$ cat src/rtl/seg_scan_decoder_if.sv
// Scanned 7-segment display bus plus the decoded readback results.
//   an_i        : anode selects, active-low, one-hot-low while a digit is driven
//   seg_i       : segment pattern, active-low, bit7 = dp, bits6..0 = g..a
//   digits_o    : decoded hex code per digit, digit k at [4k+3:4k]
//   dp_o        : captured decimal point per digit (1 = lit)
//   valid_o     : digit k holds a decoded hex value
//   frame_o     : one-cycle pulse once every digit has been captured
//   err_o       : one-cycle pulse on capture of an unrecognised pattern
//   err_digit_o : index of the digit that caused the most recent error
// master = display side / fixture driving the scan bus, slave = decoder.
interface seg_scan_decoder_if #(
    parameter int NUM_DIGITS = 8
);
    localparam int IDX_W = (NUM_DIGITS > 1) ? $clog2(NUM_DIGITS) : 1;

    logic [NUM_DIGITS-1:0]   an_i;
    logic [7:0]              seg_i;
    logic [4*NUM_DIGITS-1:0] digits_o;
    logic [NUM_DIGITS-1:0]   dp_o;
    logic [NUM_DIGITS-1:0]   valid_o;
    logic                    frame_o;
    logic                    err_o;
    logic [IDX_W-1:0]        err_digit_o;

    modport master (
        output an_i, seg_i,
        input  digits_o, dp_o, valid_o, frame_o, err_o, err_digit_o
    );

    modport slave (
        input  an_i, seg_i,
        output digits_o, dp_o, valid_o, frame_o, err_o, err_digit_o
    );
endinterface

$ cat src/rtl/seg_scan_decoder.sv
// Readback decoder for a time-multiplexed, active-low 7-segment bus.
// Each anode strobe is qualified as stable for STABLE_CYCLES identical
// samples, then the segment pattern is mapped back to a hex code for the
// strobed digit.
//   clk_i : system clock, rising edge
//   rst_i : synchronous, active-high reset
//   bus   : seg_scan_decoder_if slave (scan inputs and decoded outputs)
module seg_scan_decoder #(
    parameter int NUM_DIGITS    = 8,
    parameter int STABLE_CYCLES = 4,
    parameter int CNT_W         = 8
) (
    input  logic              clk_i,
    input  logic              rst_i,
    seg_scan_decoder_if.slave bus
);
    localparam int IDX_W = (NUM_DIGITS > 1) ? $clog2(NUM_DIGITS) : 1;
    // The capture edge is the one on which cnt would reach STABLE_CYCLES-1,
    // i.e. the STABLE_CYCLES-th identical sample in a row.
    localparam logic [CNT_W-1:0] CAP_CNT  = CNT_W'(STABLE_CYCLES - 2);
    localparam logic [CNT_W-1:0] LAST_CNT = CNT_W'(STABLE_CYCLES - 1);

    typedef enum logic [1:0] {IDLE, QUAL, HOLD} state_t;

    // Returns {hit, blank, code}.
    function automatic logic [5:0] decode_seg(input logic [6:0] seg);
        case (seg)
            7'b1000000: decode_seg = {2'b10, 4'h0};
            7'b1111001: decode_seg = {2'b10, 4'h1};
            7'b0100100: decode_seg = {2'b10, 4'h2};
            7'b0110000: decode_seg = {2'b10, 4'h3};
            7'b0011001: decode_seg = {2'b10, 4'h4};
            7'b0010010: decode_seg = {2'b10, 4'h5};
            7'b0000010: decode_seg = {2'b10, 4'h6};
            7'b1111000: decode_seg = {2'b10, 4'h7};
            7'b0000000: decode_seg = {2'b10, 4'h8};
            7'b0011000: decode_seg = {2'b10, 4'h9};
            7'b0001000: decode_seg = {2'b10, 4'hA};
            7'b0000011: decode_seg = {2'b10, 4'hB};
            7'b1000110: decode_seg = {2'b10, 4'hC};
            7'b0100001: decode_seg = {2'b10, 4'hD};
            7'b0000110: decode_seg = {2'b10, 4'hE};
            7'b0001110: decode_seg = {2'b10, 4'hF};
            7'b1111111: decode_seg = {2'b01, 4'h0};
            default:    decode_seg = 6'b0;
        endcase
    endfunction

    function automatic logic [IDX_W-1:0] zero_index(input logic [NUM_DIGITS-1:0] an);
        zero_index = '0;
        for (int i = 0; i < NUM_DIGITS; i++) begin
            if (!an[i]) zero_index = IDX_W'(i);
        end
    endfunction

    logic [NUM_DIGITS-1:0]   an_q, an_prev;
    logic [7:0]              seg_q, seg_prev;
    logic [CNT_W-1:0]        cnt;
    state_t                  state;
    logic [4*NUM_DIGITS-1:0] digits;
    logic [NUM_DIGITS-1:0]   dp, valid, seen;
    logic                    frame, err;
    logic [IDX_W-1:0]        err_digit;

    logic                    onehot, match, capture;
    logic [5:0]              dec;
    logic [IDX_W-1:0]        idx;
    logic [NUM_DIGITS-1:0]   cap_mask;

    assign onehot   = $onehot(~an_q);
    assign match    = onehot && (an_q == an_prev) && (seg_q == seg_prev);
    assign capture  = match && (state != HOLD) && (cnt == CAP_CNT);
    assign dec      = decode_seg(seg_q[6:0]);
    assign idx      = zero_index(an_q);
    // an_q is one-hot-low whenever capture is set, so its inverse is the digit mask.
    assign cap_mask = capture ? ~an_q : '0;

    always_ff @(posedge clk_i) begin
        if (rst_i) begin
            an_q      <= '1;
            seg_q     <= '1;
            an_prev   <= '1;
            seg_prev  <= '1;
            cnt       <= '0;
            state     <= IDLE;
            digits    <= '0;
            dp        <= '0;
            valid     <= '0;
            seen      <= '0;
            frame     <= 1'b0;
            err       <= 1'b0;
            err_digit <= '0;
        end else begin
            an_q     <= bus.an_i;
            seg_q    <= bus.seg_i;
            an_prev  <= an_q;
            seg_prev <= seg_q;
            err      <= 1'b0;
            frame    <= &seen;
            // A capture landing on the clearing cycle keeps its seen bit.
            seen     <= ((&seen) ? '0 : seen) | cap_mask;

            if (!onehot) begin
                state <= IDLE;
                cnt   <= '0;
            end else if (!match) begin
                state <= QUAL;
                cnt   <= '0;
            end else if (state == HOLD) begin
                cnt   <= LAST_CNT;
            end else if (capture) begin
                state <= HOLD;
                cnt   <= LAST_CNT;
                dp[idx] <= ~seg_q[7];
                if (dec[5]) begin
                    digits[4*idx +: 4] <= dec[3:0];
                    valid[idx]         <= 1'b1;
                end else begin
                    valid[idx] <= 1'b0;
                    if (!dec[4]) begin
                        err       <= 1'b1;
                        err_digit <= idx;
                    end
                end
            end else begin
                state <= QUAL;
                cnt   <= cnt + CNT_W'(1);
            end
        end
    end

    assign bus.digits_o    = digits;
    assign bus.dp_o        = dp;
    assign bus.valid_o     = valid;
    assign bus.frame_o     = frame;
    assign bus.err_o       = err;
    assign bus.err_digit_o = err_digit;
endmodule
$ cat src/flat_wrapper.sv
// flat-port wrapper written by rule: the top's interface ports become plain ports
module seg_scan_decoder_flat 
#(
    parameter int NUM_DIGITS    = 8,
    parameter int STABLE_CYCLES = 4,
    parameter int CNT_W         = 8
)
  (clk_i, rst_i, bus_an_i, bus_seg_i, bus_digits_o, bus_dp_o, bus_valid_o, bus_frame_o, bus_err_o, bus_err_digit_o);
  seg_scan_decoder_if #(.NUM_DIGITS(NUM_DIGITS)) bus_i ();
  input  logic clk_i;
  input  logic rst_i;
  input wire logic [$bits(bus_i.an_i)-1:0] bus_an_i;
  input wire logic [$bits(bus_i.seg_i)-1:0] bus_seg_i;
  output wire logic [$bits(bus_i.digits_o)-1:0] bus_digits_o;
  output wire logic [$bits(bus_i.dp_o)-1:0] bus_dp_o;
  output wire logic [$bits(bus_i.valid_o)-1:0] bus_valid_o;
  output wire logic [$bits(bus_i.frame_o)-1:0] bus_frame_o;
  output wire logic [$bits(bus_i.err_o)-1:0] bus_err_o;
  output wire logic [$bits(bus_i.err_digit_o)-1:0] bus_err_digit_o;
  assign bus_i.an_i = bus_an_i;
  assign bus_i.seg_i = bus_seg_i;
  assign bus_digits_o = bus_i.digits_o;
  assign bus_dp_o = bus_i.dp_o;
  assign bus_valid_o = bus_i.valid_o;
  assign bus_frame_o = bus_i.frame_o;
  assign bus_err_o = bus_i.err_o;
  assign bus_err_digit_o = bus_i.err_digit_o;
  seg_scan_decoder #(.NUM_DIGITS(NUM_DIGITS), .STABLE_CYCLES(STABLE_CYCLES), .CNT_W(CNT_W)) u_core (.clk_i(clk_i), .rst_i(rst_i), .bus(bus_i));
endmodule
$ cat config.mk
export PLATFORM = sky130hd
export DESIGN_NAME = seg_scan_decoder_flat
export DESIGN_NICKNAME = d
export VERILOG_FILES = /design/src/rtl/seg_scan_decoder_if.sv /design/src/rtl/seg_scan_decoder.sv /design/src/flat_wrapper.sv
export SDC_FILE = /design/constraint.sdc
export NUM_CORES = 1
export LEC_CHECK = 0
export ABC_AREA = 1
export CORE_UTILIZATION = 27
export DETAILED_ROUTE_END_ITERATION = 12
export GPL_TIMING_DRIVEN = 0
export MAX_ROUTING_LAYER = met4
export PLACE_DENSITY = 0.42
export SLEW_MARGIN = 20
export SYNTH_ARGS = -nofsm -noshare
export SYNTH_HDL_FRONTEND = slang
export SYNTH_SLANG_ARGS = --single-unit
$ cat constraint.sdc
create_clock -name clk_i -period 8.5 [get_ports clk_i]
set_input_delay 1.7 -clock clk_i [delete_from_list [all_inputs] [get_ports clk_i]]
set_output_delay 1.7 -clock clk_i [all_outputs]
set_load 0.05 [all_outputs]
# Word-level counts from Yosys, hierarchy flattened
# Cells that the tools add are included.
[word_totals]
wordCells = 98
in_bits = 18
out_inout_bits = 53
reg_bits = 103
[op_classes]
n_eq_ne = 23
add_sub_neg = 9
muxes = 21
shifts = 2
n_lt_le_gt_ge = 2
bitwise_logic = 12
reduce_logical = 14
[ops]
columns = ["cell", "count"]
rows = [
  ["$pmux 6 s17", 1],
  ["$eq 7x7->1 const B", 5],
  ["$neg 5->34", 1],
  ["$shift 4x34->32 const A", 1],
  ["$shiftx 4x34->32", 1],
  ["$bwmux 32", 1],
  ["$mux 8", 3],
  ["$eq 7x5->1 const B", 3],
  ["$eq 7x6->1 const B", 3],
  ["$eq 8x8->1", 2],
  ["$not 8->8", 2],
  ["$or 8x8->8", 2],
  ["$eq 7x2->1 const B", 2],
  ["$eq 7x4->1 const B", 2],
  ["$add 4x4->4", 3],
  ["$mux 3", 4],
  ["$mux 2", 5],
  ["$add 1x1->2", 4],
  ["$add 8x1->8 const B", 1],
  ["$and 8x8->8", 1],
  ["$bwmux 8", 1],
  ["$eq 8x2->1 const B", 1],
  ["$reduce_and 8->1", 1],
  ["$eq 7x3->1 const B", 1],
  ["17 further kinds", 32],
]

# Logic depth before layout (Yosys ltp)
[depth]
depth_word = 14
mapped_depth = 20
ltp_nobuf = 20

# Worst setup path before layout
# OpenSTA, ideal clock, no wires.
[synth_timing]
path_kind = "reg2reg"
start = "register u_core.an_q[2]"
end = "register u_core.digits[16] (netlist: u_core.bus.digits_o[16])"
required_time_ns = 8.390
setup_time_ns = 0.110
n_path_buf = 1
setup_slack_ns = 4.790
stages_incl_launch_ff = 20
synth_period_minus_slack_ns = 3.710
arrival_ns = 3.600
cell_sequence = "dfxtp_1 inv_1 ha_1 fa_1 inv_1 fa_1 inv_1 ha_1 fa_1 inv_1 nand2_1 nor2_1 nand3_1 nor2_4 nand4_4 nor2_8 buf_8 nand4_1 nand2_1 nor2_1"
[synth_via]
elab_chain_len = 10
word_cells_on_any_way = 21
cone_classes = "add/sub (4); eq/ne (2); shift (2); mux (7); bitwise (1); reduce/logical (5)"
[synth_rtl]
columns = ["item", "line_no", "rtl"]
rows = [
  ["start, declared", "seg_scan_decoder.sv:56", "logic [NUM_DIGITS-1:0] an_q, an_prev;"],
  ["start signal, assigned", "seg_scan_decoder.sv:94", "an_q <= bus.an_i;"],
  ["$not 8->8", "seg_scan_decoder.sv:70", "assign onehot = $onehot(~an_q);"],
  ["$add 1x1->2 (implied by the code)", "seg_scan_decoder.sv:70", ""],
  ["$add 4x4->4 (implied by the code) (2 in series)", "seg_scan_decoder.sv:70", ""],
  ["$eq 4x1->1", "seg_scan_decoder.sv:70", ""],
  ["$logic_and 1x1->1 (2 in series)", "seg_scan_decoder.sv:71", "assign match = onehot && (an_q == an_prev) && (seg_q == seg_prev);"],
  ["$logic_and 1x1->1 (2 in series)", "seg_scan_decoder.sv:72", "assign capture = match && (state != HOLD) && (cnt == CAP_CNT);"],
  ["$reduce_and 5->1 (no source line)", "n/a", ""],
  ["end signal, assigned by index", "seg_scan_decoder.sv:116", "digits[4*idx +: 4] <= dec[3:0];"],
  ["end, declared", "seg_scan_decoder.sv:60", "logic [4*NUM_DIGITS-1:0] digits;"],
]
# Parallel ways exist; a longest one is shown, timed or not.
# A chain may end at the register's enable or synchronous reset.

==> results.txt <==
- Outcome: complete, no violations
- Vias in the first global route: 4604
- Measured along the y axis, the die boundary spans about 140 um.
- Non-filler instance count after layout: 1081
* Cts repair resizes: 0
* Max-cap violations: 0
* Ratio of cells with drive above 1 in the final layout: 8.383%
- Setup repair after global routing missed its margin: no
* Net count after synthesis: about 800
* Most frequent standard cell in the layout excluding fill and tap cells: nand2_1
- The initial utilization of the core area, before any placement, comes to 27.53%.
- In this run the remaining antenna-violating nets after routing total 0.
- Combinational cell fraction of total power: 11.4%
- Input and output buffers added on the ports amount to roughly 70.
- Of the total power, the share spent switching nets is 26.40%.
- The area growth from synthesis to layout is 24.47%.
- After synthesis, the share of flip-flops with an asynchronous set or reset is 0%.
- Number of detailed-route iterations in the first pass: 4
* Power Density: 157.0 nW/um2
- First-pass GRT wire length: 23070 um
- In the global route stage, overall resource usage came out at 15.59%.
- The final critical path takes up between 40% and 50% of the cycle.
* Maximum number of pins on one net before global-route repair: 16
* Width of the die: 140.1 um
- Antenna Cells: 0
- Element type at the critical path end: register
* Number of synthesized register bits: approximately 100
* CTS tree: done
* CTS Hold Buffers Added: 0
- The number of setup buffers added after CTS is 0.
* Number of top-level design ports: a little over 70
- Most frequent cells in the layout: nand2_1 (221), nor2_1 (134), inv_1 (107), dfxtp_1 (103), clkdlybuf4s50_1 (69)
* H-tree depth reported by CTS: 3
- Kind of start point of the critical path: register
- Slew @ Worst Pin: approximately 0.70 ns
- In this run, the number of DRC markers left after iteration 0 of detailed routing was ~210.
- Clk root buf: clkbuf_16
- CP Max Fanout: 8
* WL/cell: 12.77 um
- Detailed placement finished with a half-perimeter wire length of 10810 um.
- Synthesis produced 763 cells.
- The later pin in the worst-skew pair is clocked with a latency of 0.35 ns.
- Sequential elements use approximately two fifths of the synthesized area.
- The routed layout has about 4600 vias.
- Sequential power share: roughly half
* Top FF cell, synth: dfxtp_1
* Congestion Overflow GR: 0
- Delay of the slowest critical-path stage: between 0.5 and 0.6 ns
* Distinct cell type count after synthesis: 33
- DP Cell Count: approximately 1100
- A synthesized cell averages 6.748 um2.
- The share of total power dissipated in the clock network is around 39%.
- For the worst setup path, the data required time is 8.78 ns.
- Count of final setup violators: 0
- Number of nets at the end of the flow: slightly below 900
* Slew Viols, Final: 0
* Number of placement rows: 50
- The core region is 18710 um2.
* Hold Path Class: reg -> reg
- Post-route minimum period: about 4.2 ns
* CP max stage cell: fa_1
* Net load switching power: 0.0002657 W
- Total CTS buffers: 9
* Worst-path cell chain: inv_1 -> ha_1 -> fa_1 -> inv_1 -> fa_1 -> inv_1 -> ha_1 -> fa_1 -> inv_1 -> nand2_1 -> nor2_1 -> nand3_1 -> nor2_4 -> nand4_4 -> nor2_1 -> nand2_1 -> nand2_1 -> nand2_1 -> nor2_1
- Number of remaining DRC errors: 0
- Derived from the worst setup path, the maximum achievable clock frequency is ~0.24 GHz.
- The congestion estimate from routability-driven global placement came to around 0.87.
- EDFF count, synth: 0
- In this run the static leakage power is 3.178 nW.
- CTS saw 103 sinks.
- Wires add up to 13810 um.
- By startpoint and endpoint, the worst setup path is classified as reg -> reg.
- Number of antenna violations at the first check in global routing: 0
* Clock transition at the register clock pins on the worst setup and hold paths after CTS: 0.06 ns
- The worst pin sits at a relative slew slack of 53.21%.
* Total internal power: around 0.00074 W
- Post-Route Skew: 0.007193 ns
- The final hold violation count was 0.
- Setup total negative slack on the finished layout was measured at 0 ns.
* Netlist Area Pre-Place: approximately 5100 um2
- CP Data Arrival Time: 4.50 ns
- CP Buf/Inv Count: 4
* Maximum number of buffers from clock root to sink: 2
* IR drop worst, VDD: 0.08736 mV
- Number of vias per cell after detailed routing: 4.301
* Dominant delay contributor by cell family on the critical path: adder cells
* Die footprint: 19630 um2
- For this run, the number of Yosys warnings is 0.
==> final timing paths <==
| check | start | end | slack (ns) | depth (start not counted) |
|---|---|---|---|---|
| setup / recovery | u_core.an_q[2] | register | 4.28 | 19 |
| hold reg to reg | u_core.bus.digits_o[4] | u_core.bus.digits_o[4] | 0.48 | 2 |
| hold / removal | u_core.bus.digits_o[4] | u_core.bus.digits_o[4] | 0.48 | 2 |
| setup reg to reg | u_core.an_q[2] | register | 4.28 | 19 |
==> worst min-delay path: cells and delay by family, from the launching register on <==
family	cells	cell delay, ns
AND/OR/NAND/NOR	1	0.08
AO/OA/AOI/OAI	1	0.05
flip-flops	1	0.32
==> cell usage after synthesis (2+ instances only) <==
master | number | area, um2
nand2_1 | 221 | 829.6
ha_1 | 14 | 175.2
o21ai_0 | 18 | 90.09
dfxtp_1 | 103 | 2062
nand3_1 | 42 | 210.2
buf_2 | 2 | 10.01
fa_1 | 4 | 80.08
nor3_2 | 2 | 20.02
nor2_2 | 4 | 25.02
nand4_1 | 21 | 131.4
nand3_2 | 2 | 20.02
a21oi_1 | 7 | 35.03
a21oi_2 | 2 | 17.52
nand2_2 | 3 | 18.77
or2_2 | 18 | 112.6
nor2_1 | 134 | 503.0
nor3_1 | 9 | 45.04
inv_1 | 107 | 401.6
xor2_1 | 3 | 26.28
buf_4 | 2 | 15.01
nand2_4 | 4 | 45.04
nor2_4 | 3 | 33.78
inv_2 | 11 | 41.29
clkbuf_1 | 13 | 48.80
xnor2_1 | 6 | 52.55
==> layout make-up <==
cell class              count  area (um2)
plain buffers              19       92.59
clock buffers              13       260.3
clock inverters             2       16.27
fillers                  2008       12300
inverters                 119       446.7
multi-input cells         522        2547
flip-flops and latches    103        2062
well taps                 234       292.8
repair buffers             69       690.7
==> power by group through the flow <==
stage / Combinational (W) / Sequential (W) / Clock [W]
final: 0.000114 / 0.000498 / 0.000394
after global routing: 0.000130 / 0.000499 / 0.000432
after CTS: 0.000115 / 0.000498 / 0.000410
after detailed placement: 0.000115 / 0.000509 / 0
after global placement: 0.000113 / 0.000509 / 0
after floorplan: 0.0000791 / 0.000507 / 0
==> stage by stage <==
stage / hold slack (ns) / setup slack, ns / power [W] / utilization [%] / instance area (um2)
global route: 0.5171 / 3.937 / 0.001061 / 34.26 / 6409
detailed placement: 0.4784 / 4.249 / 0.0006239 / 32.78 / 6132
finish: 0.4836 / 4.285 / 0.001006 / 34.26 / 6409
floorplan: 0.4471 / 4.790 / 0.0005862 / - / 5149
global placement: 0.4722 / 4.273 / 0.0006225 / 32.78 / 6132
CTS: 0.4904 / 4.230 / 0.001024 / 34.26 / 6409
==> metal layers <==
| metal | part of all wire [%] | vias to the layer above | wire length (um) | global-route usage (%) |
|---|---|---|---|---|
| li1 | - | 2482 | - | - |
| met1 | 51 | 2090 | 7020 | 20.29 |
| met2 | 44 | 61 | 6098 | 24.16 |
| met3 | 3.0 | 16 | 417 | 2.222 |
| met4 | 2.0 | 0 | 271 | 6.478 |
| met5 | 0 | - | 0 | - |
==> kinds of logic (layout without fill, tap and decap cells) <==
logic type | after synthesis | count (layout) | share of synthesized area, %
simple gates | 468 | 468 | 40.22
buf+inv | 138 | 222 | 10.47
flops | 103 | 103 | 40.05
fa+ha+maj | 18 | 18 | 4.958
compound gates | 27 | 27 | 2.770
xor+xnor | 9 | 9 | 1.531
==> flip-flops by register name (all words and copies together) (netlist names), named ones only <==
register / flops
u_core.seg_q: 8
u_core.seen: 8
u_core.an_prev: 8
u_core.bus.dp_o: 8
u_core.bus.err_o: 1
u_core.state: 2
u_core.an_q: 8
u_core.cnt: 8
u_core.bus.frame_o: 1
u_core.seg_prev: 8
u_core.bus.err_digit_o: 3
u_core.bus.digits_o: 32
Note: power is estimated with default switching activity, not from simulation.
